**src/rtl/bpu_pkg.sv**
```systemverilog
`default_nettype none
// ============================================================================
//  Module      : bpu_pkg
//  Description : Types and constants shared by the branch resolution slice.
//  Revision    : 1.0 - initial release
// ============================================================================
package bpu_pkg;

    localparam int INSTR_BYTES = 4;
    localparam int c_bp_addr_w = 32;

    typedef struct packed {
        logic                   taken;
        logic                   backward;
        logic [c_bp_addr_w-1:0] pc;
        logic [c_bp_addr_w-1:0] target;
    } bp_entry_t;

    typedef enum logic [1:0] {
        RUN      = 2'd0,
        REDIRECT = 2'd1,
        DRAIN    = 2'd2
    } resolve_state_e;

endpackage
`default_nettype wire

```
**src/rtl/branch_resolve_ctrl_if.sv**
```systemverilog
`default_nettype none
// ============================================================================
//  Module      : branch_resolve_ctrl_if
//  Description : Prediction/resolution inputs and redirect/training outputs.
//  Revision    : 1.0 - initial release
// ============================================================================
interface branch_resolve_ctrl_if #(
    parameter int DATA_WIDTH = 32,
    parameter int DEPTH      = 4
);
    localparam int c_cnt_w = $clog2(DEPTH) + 1;

    logic                  pred_valid;
    logic                  pred_taken;
    logic [DATA_WIDTH-1:0] pred_pc;
    logic [DATA_WIDTH-1:0] pred_target;
    logic                  res_valid;
    logic                  res_taken;
    logic                  flush;
    logic                  redirect_valid;
    logic [DATA_WIDTH-1:0] redirect_pc;
    logic                  upd_valid;
    logic                  upd_backward;
    logic                  upd_taken;
    logic                  full;
    logic [c_cnt_w-1:0]    count;
    logic                  err;

    modport master (
        output pred_valid, pred_taken, pred_pc, pred_target, res_valid, res_taken,
        input  flush, redirect_valid, redirect_pc, upd_valid, upd_backward,
               upd_taken, full, count, err
    );

    modport slave (
        input  pred_valid, pred_taken, pred_pc, pred_target, res_valid, res_taken,
        output flush, redirect_valid, redirect_pc, upd_valid, upd_backward,
               upd_taken, full, count, err
    );

endinterface
`default_nettype wire

```
**src/rtl/bp_fifo.sv**
```systemverilog
`default_nettype none
// ============================================================================
//  Module      : bp_fifo
//  Description : Synchronous in-order FIFO of in-flight branch entries.
//  Revision    : 1.0 - initial release
// ============================================================================
module bp_fifo
    import bpu_pkg::*;
#(
    parameter int DEPTH = 4
) (
    input  wire logic                 clk,
    input  wire logic                 rst,
    input  wire logic                 i_push,
    input  wire logic                 i_pop,
    input  wire logic                 i_clear,
    input  wire bp_entry_t            i_wdata,
    output bp_entry_t                 o_rdata,
    output logic [$clog2(DEPTH):0]    o_count,
    output logic                      o_full,
    output logic                      o_empty
);
    localparam int                 c_ptr_w    = $clog2(DEPTH);
    localparam logic [c_ptr_w-1:0] c_ptr_one  = 1;
    localparam logic [c_ptr_w:0]   c_cnt_one  = 1;
    localparam logic [c_ptr_w:0]   c_full_cnt = (c_ptr_w + 1)'(DEPTH);

    bp_entry_t          r_mem [DEPTH];
    logic [c_ptr_w-1:0] r_wptr;
    logic [c_ptr_w-1:0] r_rptr;
    logic [c_ptr_w:0]   r_count;

    // Clear wins over push/pop: a squash discards the whole wrong path.
    always_ff @(posedge clk) begin
        if (rst) begin
            r_wptr  <= '0;
            r_rptr  <= '0;
            r_count <= '0;
        end else if (i_clear) begin
            r_wptr  <= '0;
            r_rptr  <= '0;
            r_count <= '0;
        end else begin
            if (i_push) begin
                r_mem[r_wptr] <= i_wdata;
                r_wptr        <= r_wptr + c_ptr_one;
            end
            if (i_pop) begin
                r_rptr <= r_rptr + c_ptr_one;
            end
            case ({i_push, i_pop})
                2'b10:   r_count <= r_count + c_cnt_one;
                2'b01:   r_count <= r_count - c_cnt_one;
                default: r_count <= r_count;
            endcase
        end
    end

    assign o_rdata = r_mem[r_rptr];
    assign o_count = r_count;
    assign o_full  = (r_count == c_full_cnt);
    assign o_empty = (r_count == '0);

endmodule
`default_nettype wire

```
**src/rtl/branch_resolve_ctrl.sv**
```systemverilog
`default_nettype none
// ============================================================================
//  Module      : branch_resolve_ctrl
//  Description : Tracks predicted branches, resolves them, redirects and trains.
//  Revision    : 1.0 - initial release
// ============================================================================
module branch_resolve_ctrl
    import bpu_pkg::*;
#(
    parameter int DATA_WIDTH = 32,
    parameter int DEPTH      = 4
) (
    input  wire logic             clk,
    input  wire logic             rst,
    branch_resolve_ctrl_if.slave  bus
);
    resolve_state_e        r_state;
    logic                  r_flush;
    logic                  r_redirect_valid;
    logic [DATA_WIDTH-1:0] r_redirect_pc;
    logic                  r_upd_valid;
    logic                  r_upd_backward;
    logic                  r_upd_taken;
    logic                  r_err;

    bp_entry_t             w_push_entry;
    bp_entry_t             w_head;
    logic [$clog2(DEPTH):0] w_count;
    logic                  w_full;
    logic                  w_empty;
    logic                  w_run;
    logic                  w_pop;
    logic                  w_push;
    logic                  w_mispredict;
    logic                  w_err_evt;
    logic [DATA_WIDTH-1:0] w_head_pc;
    logic [DATA_WIDTH-1:0] w_head_target;
    logic [DATA_WIDTH-1:0] w_redirect_pc;

    always_comb begin
        w_push_entry          = '0;
        w_push_entry.taken    = bus.pred_taken;
        w_push_entry.backward = (bus.pred_target < bus.pred_pc);
        w_push_entry.pc       = c_bp_addr_w'(bus.pred_pc);
        w_push_entry.target   = c_bp_addr_w'(bus.pred_target);
    end

    assign w_run        = (r_state == RUN);
    assign w_pop        = w_run && bus.res_valid && !w_empty;
    assign w_mispredict = w_pop && (w_head.taken != bus.res_taken);
    // A full queue still accepts a push when the head leaves in the same cycle.
    assign w_push       = w_run && bus.pred_valid && (!w_full || w_pop) && !w_mispredict;
    assign w_err_evt    = w_run && ((bus.res_valid && w_empty) ||
                                    (bus.pred_valid && w_full && !w_pop));

    assign w_head_pc     = DATA_WIDTH'(w_head.pc);
    assign w_head_target = DATA_WIDTH'(w_head.target);
    assign w_redirect_pc = bus.res_taken ? w_head_target
                                         : w_head_pc + DATA_WIDTH'(INSTR_BYTES);

    bp_fifo #(
        .DEPTH (DEPTH)
    ) u_fifo (
        .clk     (clk),
        .rst     (rst),
        .i_push  (w_push),
        .i_pop   (w_pop),
        .i_clear (w_mispredict),
        .i_wdata (w_push_entry),
        .o_rdata (w_head),
        .o_count (w_count),
        .o_full  (w_full),
        .o_empty (w_empty)
    );

    always_ff @(posedge clk) begin
        if (rst) begin
            r_state          <= RUN;
            r_flush          <= 1'b0;
            r_redirect_valid <= 1'b0;
            r_redirect_pc    <= '0;
            r_upd_valid      <= 1'b0;
            r_upd_backward   <= 1'b0;
            r_upd_taken      <= 1'b0;
            r_err            <= 1'b0;
        end else begin
            r_flush          <= 1'b0;
            r_redirect_valid <= 1'b0;
            r_redirect_pc    <= '0;
            r_upd_valid      <= 1'b0;
            r_upd_backward   <= 1'b0;
            r_upd_taken      <= 1'b0;
            if (w_err_evt) begin
                r_err <= 1'b1;
            end
            case (r_state)
                RUN: begin
                    if (w_pop) begin
                        r_upd_valid    <= 1'b1;
                        r_upd_backward <= w_head.backward;
                        r_upd_taken    <= bus.res_taken;
                    end
                    if (w_mispredict) begin
                        r_state          <= REDIRECT;
                        r_flush          <= 1'b1;
                        r_redirect_valid <= 1'b1;
                        r_redirect_pc    <= w_redirect_pc;
                    end
                end
                REDIRECT: r_state <= DRAIN;
                DRAIN:    r_state <= RUN;
                default:  r_state <= RUN;
            endcase
        end
    end

    assign bus.flush          = r_flush;
    assign bus.redirect_valid = r_redirect_valid;
    assign bus.redirect_pc    = r_redirect_pc;
    assign bus.upd_valid      = r_upd_valid;
    assign bus.upd_backward   = r_upd_backward;
    assign bus.upd_taken      = r_upd_taken;
    assign bus.full           = w_full;
    assign bus.count          = w_count;
    assign bus.err            = r_err;

endmodule
`default_nettype wire

```
**src/flat_wrapper.sv**
```systemverilog
// flat-port wrapper written by rule: the top's interface ports become plain ports
module branch_resolve_ctrl_flat import bpu_pkg::*;
#(
    parameter int DATA_WIDTH = 32,
    parameter int DEPTH      = 4
)
  (clk, rst, bus_pred_valid, bus_pred_taken, bus_pred_pc, bus_pred_target, bus_res_valid, bus_res_taken, bus_flush, bus_redirect_valid, bus_redirect_pc, bus_upd_valid, bus_upd_backward, bus_upd_taken, bus_full, bus_count, bus_err);
  branch_resolve_ctrl_if #(.DATA_WIDTH(DATA_WIDTH), .DEPTH(DEPTH)) bus_i ();
  input  wire logic clk;
  input  wire logic rst;
  input wire logic [$bits(bus_i.pred_valid)-1:0] bus_pred_valid;
  input wire logic [$bits(bus_i.pred_taken)-1:0] bus_pred_taken;
  input wire logic [$bits(bus_i.pred_pc)-1:0] bus_pred_pc;
  input wire logic [$bits(bus_i.pred_target)-1:0] bus_pred_target;
  input wire logic [$bits(bus_i.res_valid)-1:0] bus_res_valid;
  input wire logic [$bits(bus_i.res_taken)-1:0] bus_res_taken;
  output wire logic [$bits(bus_i.flush)-1:0] bus_flush;
  output wire logic [$bits(bus_i.redirect_valid)-1:0] bus_redirect_valid;
  output wire logic [$bits(bus_i.redirect_pc)-1:0] bus_redirect_pc;
  output wire logic [$bits(bus_i.upd_valid)-1:0] bus_upd_valid;
  output wire logic [$bits(bus_i.upd_backward)-1:0] bus_upd_backward;
  output wire logic [$bits(bus_i.upd_taken)-1:0] bus_upd_taken;
  output wire logic [$bits(bus_i.full)-1:0] bus_full;
  output wire logic [$bits(bus_i.count)-1:0] bus_count;
  output wire logic [$bits(bus_i.err)-1:0] bus_err;
  assign bus_i.pred_valid = bus_pred_valid;
  assign bus_i.pred_taken = bus_pred_taken;
  assign bus_i.pred_pc = bus_pred_pc;
  assign bus_i.pred_target = bus_pred_target;
  assign bus_i.res_valid = bus_res_valid;
  assign bus_i.res_taken = bus_res_taken;
  assign bus_flush = bus_i.flush;
  assign bus_redirect_valid = bus_i.redirect_valid;
  assign bus_redirect_pc = bus_i.redirect_pc;
  assign bus_upd_valid = bus_i.upd_valid;
  assign bus_upd_backward = bus_i.upd_backward;
  assign bus_upd_taken = bus_i.upd_taken;
  assign bus_full = bus_i.full;
  assign bus_count = bus_i.count;
  assign bus_err = bus_i.err;
  branch_resolve_ctrl #(.DATA_WIDTH(DATA_WIDTH), .DEPTH(DEPTH)) u_core (.clk(clk), .rst(rst), .bus(bus_i));
endmodule
```
**config.mk**
```make
export PLATFORM = sky130hd
export DESIGN_NAME = branch_resolve_ctrl_flat
export DESIGN_NICKNAME = d
export VERILOG_FILES = /design/src/rtl/bpu_pkg.sv /design/src/rtl/branch_resolve_ctrl_if.sv /design/src/rtl/bp_fifo.sv /design/src/rtl/branch_resolve_ctrl.sv /design/src/flat_wrapper.sv
export SDC_FILE = /design/constraint.sdc
export NUM_CORES = 1
export LEC_CHECK = 0
export ABC_AREA = 1
export CAP_MARGIN = 20
export CORE_MARGIN = 2
export CORE_UTILIZATION = 30
export CTS_CLUSTER_SIZE = 20
export DETAILED_ROUTE_END_ITERATION = 8
export DONT_BUFFER_PORTS = 1
export SKIP_CTS_REPAIR_TIMING = 1
export SLEW_MARGIN = 5
export SYNTH_ARGS = -nofsm -noshare
export SYNTH_HDL_FRONTEND = slang
export SYNTH_SLANG_ARGS = --single-unit
```
**constraint.sdc**
```tcl
create_clock -name clk -period 15.2 [get_ports clk]
set_input_delay 3.8 -clock clk [delete_from_list [all_inputs] [get_ports clk]]
set_output_delay 3.8 -clock clk [all_outputs]
set_load 0.01 [all_outputs]
```
# Word level (Yosys, flattened, before mapping)
# Memories as Yosys holds them, arrays and structs flattened. A register that Yosys moved wholly into a read port is not among the register bits.
# Cells that the tools add are included.
dict set report word_totals {
  regBits 46
  mem_bits_rw 264
  inputBits 70
  output_inout_bits 42
  mem_count 1
}
dict set report op_classes {
  n_reduce_logical 23
  add_sub_neg 5
  bitwise 3
  eq_ne 6
  order_cmp 1
  mux 12
}
# name words word_bits rd rd_ports_with_merged_regs wr line
set memory_table {}
lappend memory_table {u_core.u_fifo.r_mem 4 66 1 1 1 bp_fifo.sv:28} ;# bp_entry_t r_mem [DEPTH];
# op n
set op_table {}
lappend op_table {{32-bit by 3-bit adder with 32-bit output, second input constant} 1}
lappend op_table {{32-bit < comparator} 1}
lappend op_table {{32-bit two-way mux} 1}
lappend op_table {{1-bit logical AND} 10}
lappend op_table {{1-bit two-way mux} 6}
lappend op_table {{2-bit two-way mux} 3}
lappend op_table {{3-bit one-hot mux with 2 select lines} 1}
lappend op_table {{3-bit OR reduction} 2}
lappend op_table {{2-bit by 1-bit adder with 2-bit output, second input constant} 2}
lappend op_table {{2-bit by 1-bit == test with 1-bit output, second input constant} 2}
lappend op_table {{1-bit logical NOT} 4}
lappend op_table {{2-bit one-hot mux with 2 select lines} 1}
lappend op_table {{2-bit OR reduction} 2}
lappend op_table {{3-bit by 1-bit adder with 3-bit output, second input constant} 1}
lappend op_table {{3-bit == test, second input constant} 1}
lappend op_table {{3-bit logical NOT} 1}
lappend op_table {{1-bit NOT} 3}
lappend op_table {{3-bit by 1-bit subtractor with 3-bit output, second input constant} 1}
lappend op_table {{2-bit == test, second input constant} 1}
lappend op_table {{2-bit logical NOT} 1}
lappend op_table {{1-bit logical OR} 2}
lappend op_table {{2-bit inequality test, second input constant} 1}
lappend op_table {{2-bit nonzero test} 1}
lappend op_table {{1-bit inequality test} 1}

# Logic depth before layout (Yosys ltp)
dict set report depth {
  depth_word 10
  mapped_depth 16
  depth_no_buf 15
}

# Cells and area by module
# Synthesis repeated with hierarchy kept, for this count alone.
dict set report unflattened {
  cells_unflattened 1176
  area_unflattened_um2 14020.9
}
# module area_each_um2 n_inst seq_area_each_um2 cells_per_inst
set by_module_without_submodules {}
lappend by_module_without_submodules {bp_fifo 10829.1 1 8107.8 697}
lappend by_module_without_submodules {branch_resolve_ctrl 3191.8 1 780.7 479}

# Worst setup path after synthesis
# Ideal clock, no wire load.
dict set report synth_path {
  path_kind {input to register}
  start {in bus_res_valid}
  end {mem u_core.u_fifo.r_mem[0][0] (netlist name), enable pin}
  path_slack_ps 7531
  required_time_ps 14709
  cell_stages 6
  t_arrival_ps 7179
  path_buffers 0
  path_cell_list {inv_1 > nor2_1 > nand2_1 > a21oi_1 > nand3_1 > nor2_1}
}
dict set report synth_via {
  elab_chain_cells 9
}
# element line
set synth_lines {}
lappend synth_lines {{from (decl)} flat_wrapper.sv:15} ;# input wire logic [$bits(bus_i.res_valid)-1:0] bus_res_valid;
lappend synth_lines {{1-bit logical AND * (2 in a row)} branch_resolve_ctrl.sv:49} ;# assign w_pop = w_run && bus.res_valid && !w_empty;
lappend synth_lines {{1-bit logical OR or 1-bit logical AND (tied branches)} {branch_resolve_ctrl.sv:52, branch_resolve_ctrl.sv:50}}
lappend synth_lines {{1-bit logical AND or 1-bit logical NOT (tied branches)} branch_resolve_ctrl.sv:52} ;# assign w_push = w_run && bus.pred_valid && (!w_full || w_pop) && !w_mispredict;
lappend synth_lines {{1-bit logical AND} branch_resolve_ctrl.sv:52}
lappend synth_lines {{1-bit two-way mux} bp_fifo.sv:44} ;# if (i_push) begin
lappend synth_lines {{1-bit two-way mux *} bp_fifo.sv:39} ;# end else if (i_clear) begin
lappend synth_lines {{1-bit two-way mux *} bp_fifo.sv:35} ;# if (rst) begin
lappend synth_lines {{1-bit two-way mux (not written as such) *} bp_fifo.sv:45} ;# r_mem[r_wptr] <= i_wdata;
lappend synth_lines {{to (decl)} bp_fifo.sv:28}
# Every way passes the cells marked *; elsewhere a longest branch is shown, timed or not.

# Final worst setup path
dict set report layout_path {
  start {in bus_res_valid}
  end {mem u_core.u_fifo.r_mem[0][11] (netlist name), enable pin}
}
# The elaborated chain is that of the path after synthesis.

==> reports/results.tsv <==
metric	value	unit
status	complete, no violations	
worst hold path depth	1	
total number of cells along the worst setup path	7	
most common flop cell mapped by yosys	edfxtp_1	
flip-flop and latch count after synthesis	312	
R2R depth	9	
kind of cell adding the most delay to the critical path	simple AND/OR/NAND/NOR gates	
IR drop worst, VDD	0.0792	mV
synthesized netlist cell count	1341	
slew at the pin with the worst max-slew slack	1.11	ns
max-cap viol count	0	
count of filler cells inserted in the layout	4592	
cell taking the most area after synthesis	edfxtp_1	
minimum setup slack among reg-to-reg paths	10.67	ns
Synth cell types	41	
area after detailed placement	0.0144	mm2
all-layer global routing usage	0.153	
post-layout util	0.343	
maximum fanout encountered on the critical timing path	43	
worst hold path endpoint	u_core.r_state[1]	
post-synthesis cell area	0.0138	mm2
crit path capture type	flip-flop	
r2r endpoint	u_core.u_fifo.r_mem[0][11]	
cell at the root of the clock tree	clkbuf_16	
NumNets Final	1441	
Avg Vias per Cell	4.68	
Die ar.	0.0478	mm2
syn_nets	1449	
Internal Dissipation	1.75	mW
critical path type	input pin to flip-flop	
net switching component of the power	792	uW
# port buffers	0	
row count	78	
critical hold path startpoint	u_core.r_state[1]	
number of buffers on the longest clock path	3	
RSZ-0062 raised after global routing	false	
sum of routed wire length over all layers	36600	um
diode count	0	
placer congestion estimate	0.843	
Final Max Slew Viols	0	
Tcrit/Tclk final	0.397	
total design power	2.54	mW
remaining number of nets flagged by the antenna check after routing	0	
number of antenna violations at the first check in global routing	0	
sequential standard cell area	0.00889	mm2
Leak	6.06	nW
Multi-input gate area	0.00415	mm2
post-synthesis average cell area	10.3	um2
cell count after placement	1895	
maximum single-stage delay on the critical path	0.72	ns
cells taking the most area after synthesis	edfxtp_1, nand2_1, dfxtp_1	
post-route clock skew	0.0252	ns
worst min path class	flip-flop to flip-flop	
starting density of the core	0.304	
1st-pass router iterations	7	
CP Data Required Time	15.34	ns
part of the total power dissipated in combinational logic	0.217	
clock buffers created by TritonCTS	36	
cell type of the slowest stage on the worst timing path	nor2_4	
fraction of final layout cells with drive strength greater than 1	0.0854	
clock tree from TritonCTS	built	
setup-violating endpoint count in the final report	0	
sequential cell fraction of total power	0.424	
synthesis-to-layout area growth	13.0	%
fraction of the yosys area taken by sequential cells	0.643	
number of global-route vias before repair	8883	
Power Dens Cells	163	mW/mm2
H-tree depth reported by CTS	2	
area of all placed cells without fillers	0.0156	mm2
Fin. Hold Viols	0	
die height	219	um
remaining routing DRC violations	0	
FMAX	0.166	GHz
critical path launch point type	input pin	
Top-Level Pins	112	
top-area cell type share of the netlist area	0.573	
core footprint	0.0455	mm2
source-to-sink clock delay at the later pin of the worst-skew pair	0.52	ns
clock sink count	312	
async set-reset flop share out of synthesis	0	
worst rel slew slack	0.261	
WP buf/inv	2	
remaining global-route overflow	0	
post-layout min period	6.04	ns
pre-CTS setup slack	8.63	ns
count of flip-flops with a built-in enable after synthesis	264	
maximum number of pins on one net before global-route repair	92	
global-route wire length before repair	54800	um
sum of negative setup slack	0	ns
final std cells w/o fill	1959	
horizontal die dimension	219	um
switching share of power	0.312	
vias after detailed routing	9162	
clock network power share	0.359	
final hold slack	0.417	ns
Data arrival, critical path	6.19	ns
crit path cell chain	inv_1 -> nor2_1 -> nand2_1 -> a21oi_1 -> nand3_1 -> nor2_4 -> buf_4	
violation count after the first detailed-routing iteration	793	
drt wl/cell	18.7	um
total number of yosys warnings	0	
worst path setup slack after routing	9.16	ns
clock edge transition at the registers on the reported setup and hold paths	0.06	ns
HPWL reported at the end of detailed placement	23300	um
[synth_stat cells, types with 4 or more instances]
cell        n
nand2_2    11
a31oi_1     8
ha_1       37
nor3b_1     4
inv_2       7
buf_4       6
nand3_1    73
nand4_1     7
o21ai_1     9
clkbuf_1   22
buf_1       4
a21oi_1    46
nor2_2     16
nand2_1   332
buf_6       9
edfxtp_1  264
buf_2      14
inv_1     126
o21ai_0    87
nor2_1    148
dfxtp_1    48
xor2_1      9
o22ai_1    22
[cell families after synthesis]
logic type                 synth area share
buffers and inverters                0.0591
adders and majority gates            0.0349
xor gates and xnor gates            0.00760
and+or+nand+nor                       0.183
AOI/OAI and AO/OA                    0.0722
DFF                                   0.643
[how the worst max path moves through the flow]
stage | from | to
2_1_floorplan | bus_res_valid | u_core.u_fifo.r_mem[0][0]
3_5_place_dp | bus_res_valid | u_core.u_fifo.r_mem[0][7]
3_3_place_gp | bus_res_valid | u_core.u_fifo.r_mem[0][8]
6_report | bus_res_valid | u_core.u_fifo.r_mem[0][11]
5_1_grt | bus_res_valid | u_core.u_fifo.r_mem[0][34]
4_1_cts | bus_res_valid | u_core.u_fifo.r_mem[0][11]
[cells in the final DEF (no fill, tap or decap), types with 10 or more instances in the layout]
master and n:
dfxtp_1 46, edfxtp_1 264, ha_1 37, nor2_1 144, inv_1 126, nand2_2 11, nand3_1 73, a21oi_1 46
clkinv_2 10, clkbuf_16 37, nor2_2 16, o22ai_1 22, o21ai_0 87, nand2_1 332
[power by group through the flow]
stage          clock network [mW]  logic, mW  registers (mW)
2_1_floorplan                   0      0.433            1.07
3_3_place_gp                    0      0.544            1.10
3_5_place_dp                    0      0.553            1.10
4_1_cts                     0.931      0.555            1.08
5_1_grt                     0.962      0.624            1.09
6_report                    0.914      0.551            1.08
[final cells by class]
cell class	instances	share of cell area
repair buffers	9	0.00433
well taps	600	0.0481
flip-flops and latches	312	0.569
clock inverters	22	0.0186
clock buffers	42	0.0618
inverters	134	0.0323
multi-input cells	840	0.266
[registers in the layout (all words and copies together) (netlist names), named ones only]
signal / count
u_core.u_fifo.r_mem: 264
u_core.u_fifo.r_wptr: 2
u_core.u_fifo.r_rptr: 2
u_core.bus.redirect_pc: 32
u_core.bus.upd_taken: 1
u_core.bus.upd_backward: 1
u_core.bus.err: 1
u_core.bus.upd_valid: 1
u_core.r_state: 2
u_core.bus.flush: 1
u_core.u_fifo.o_count: 3
[worst reg2reg max path, delay by kind of cell (launching register included)]
kind	cells	cell delay [ns]
xor gates and xnor gates	1	0.17
DFF	1	0.84
and+or+nand+nor	6	1.65
buffers and inverters	2	1.46
[metal layers]
metal  up-vias  part of all wire  global-route usage
met5         -                 0                   0
met4         0             0.026              0.0462
met3        58             0.076              0.0463
met2       255              0.46               0.247
met1      4345              0.44               0.197
li1       4504                 -                   -
Note: power is estimated with default switching activity, not from simulation.
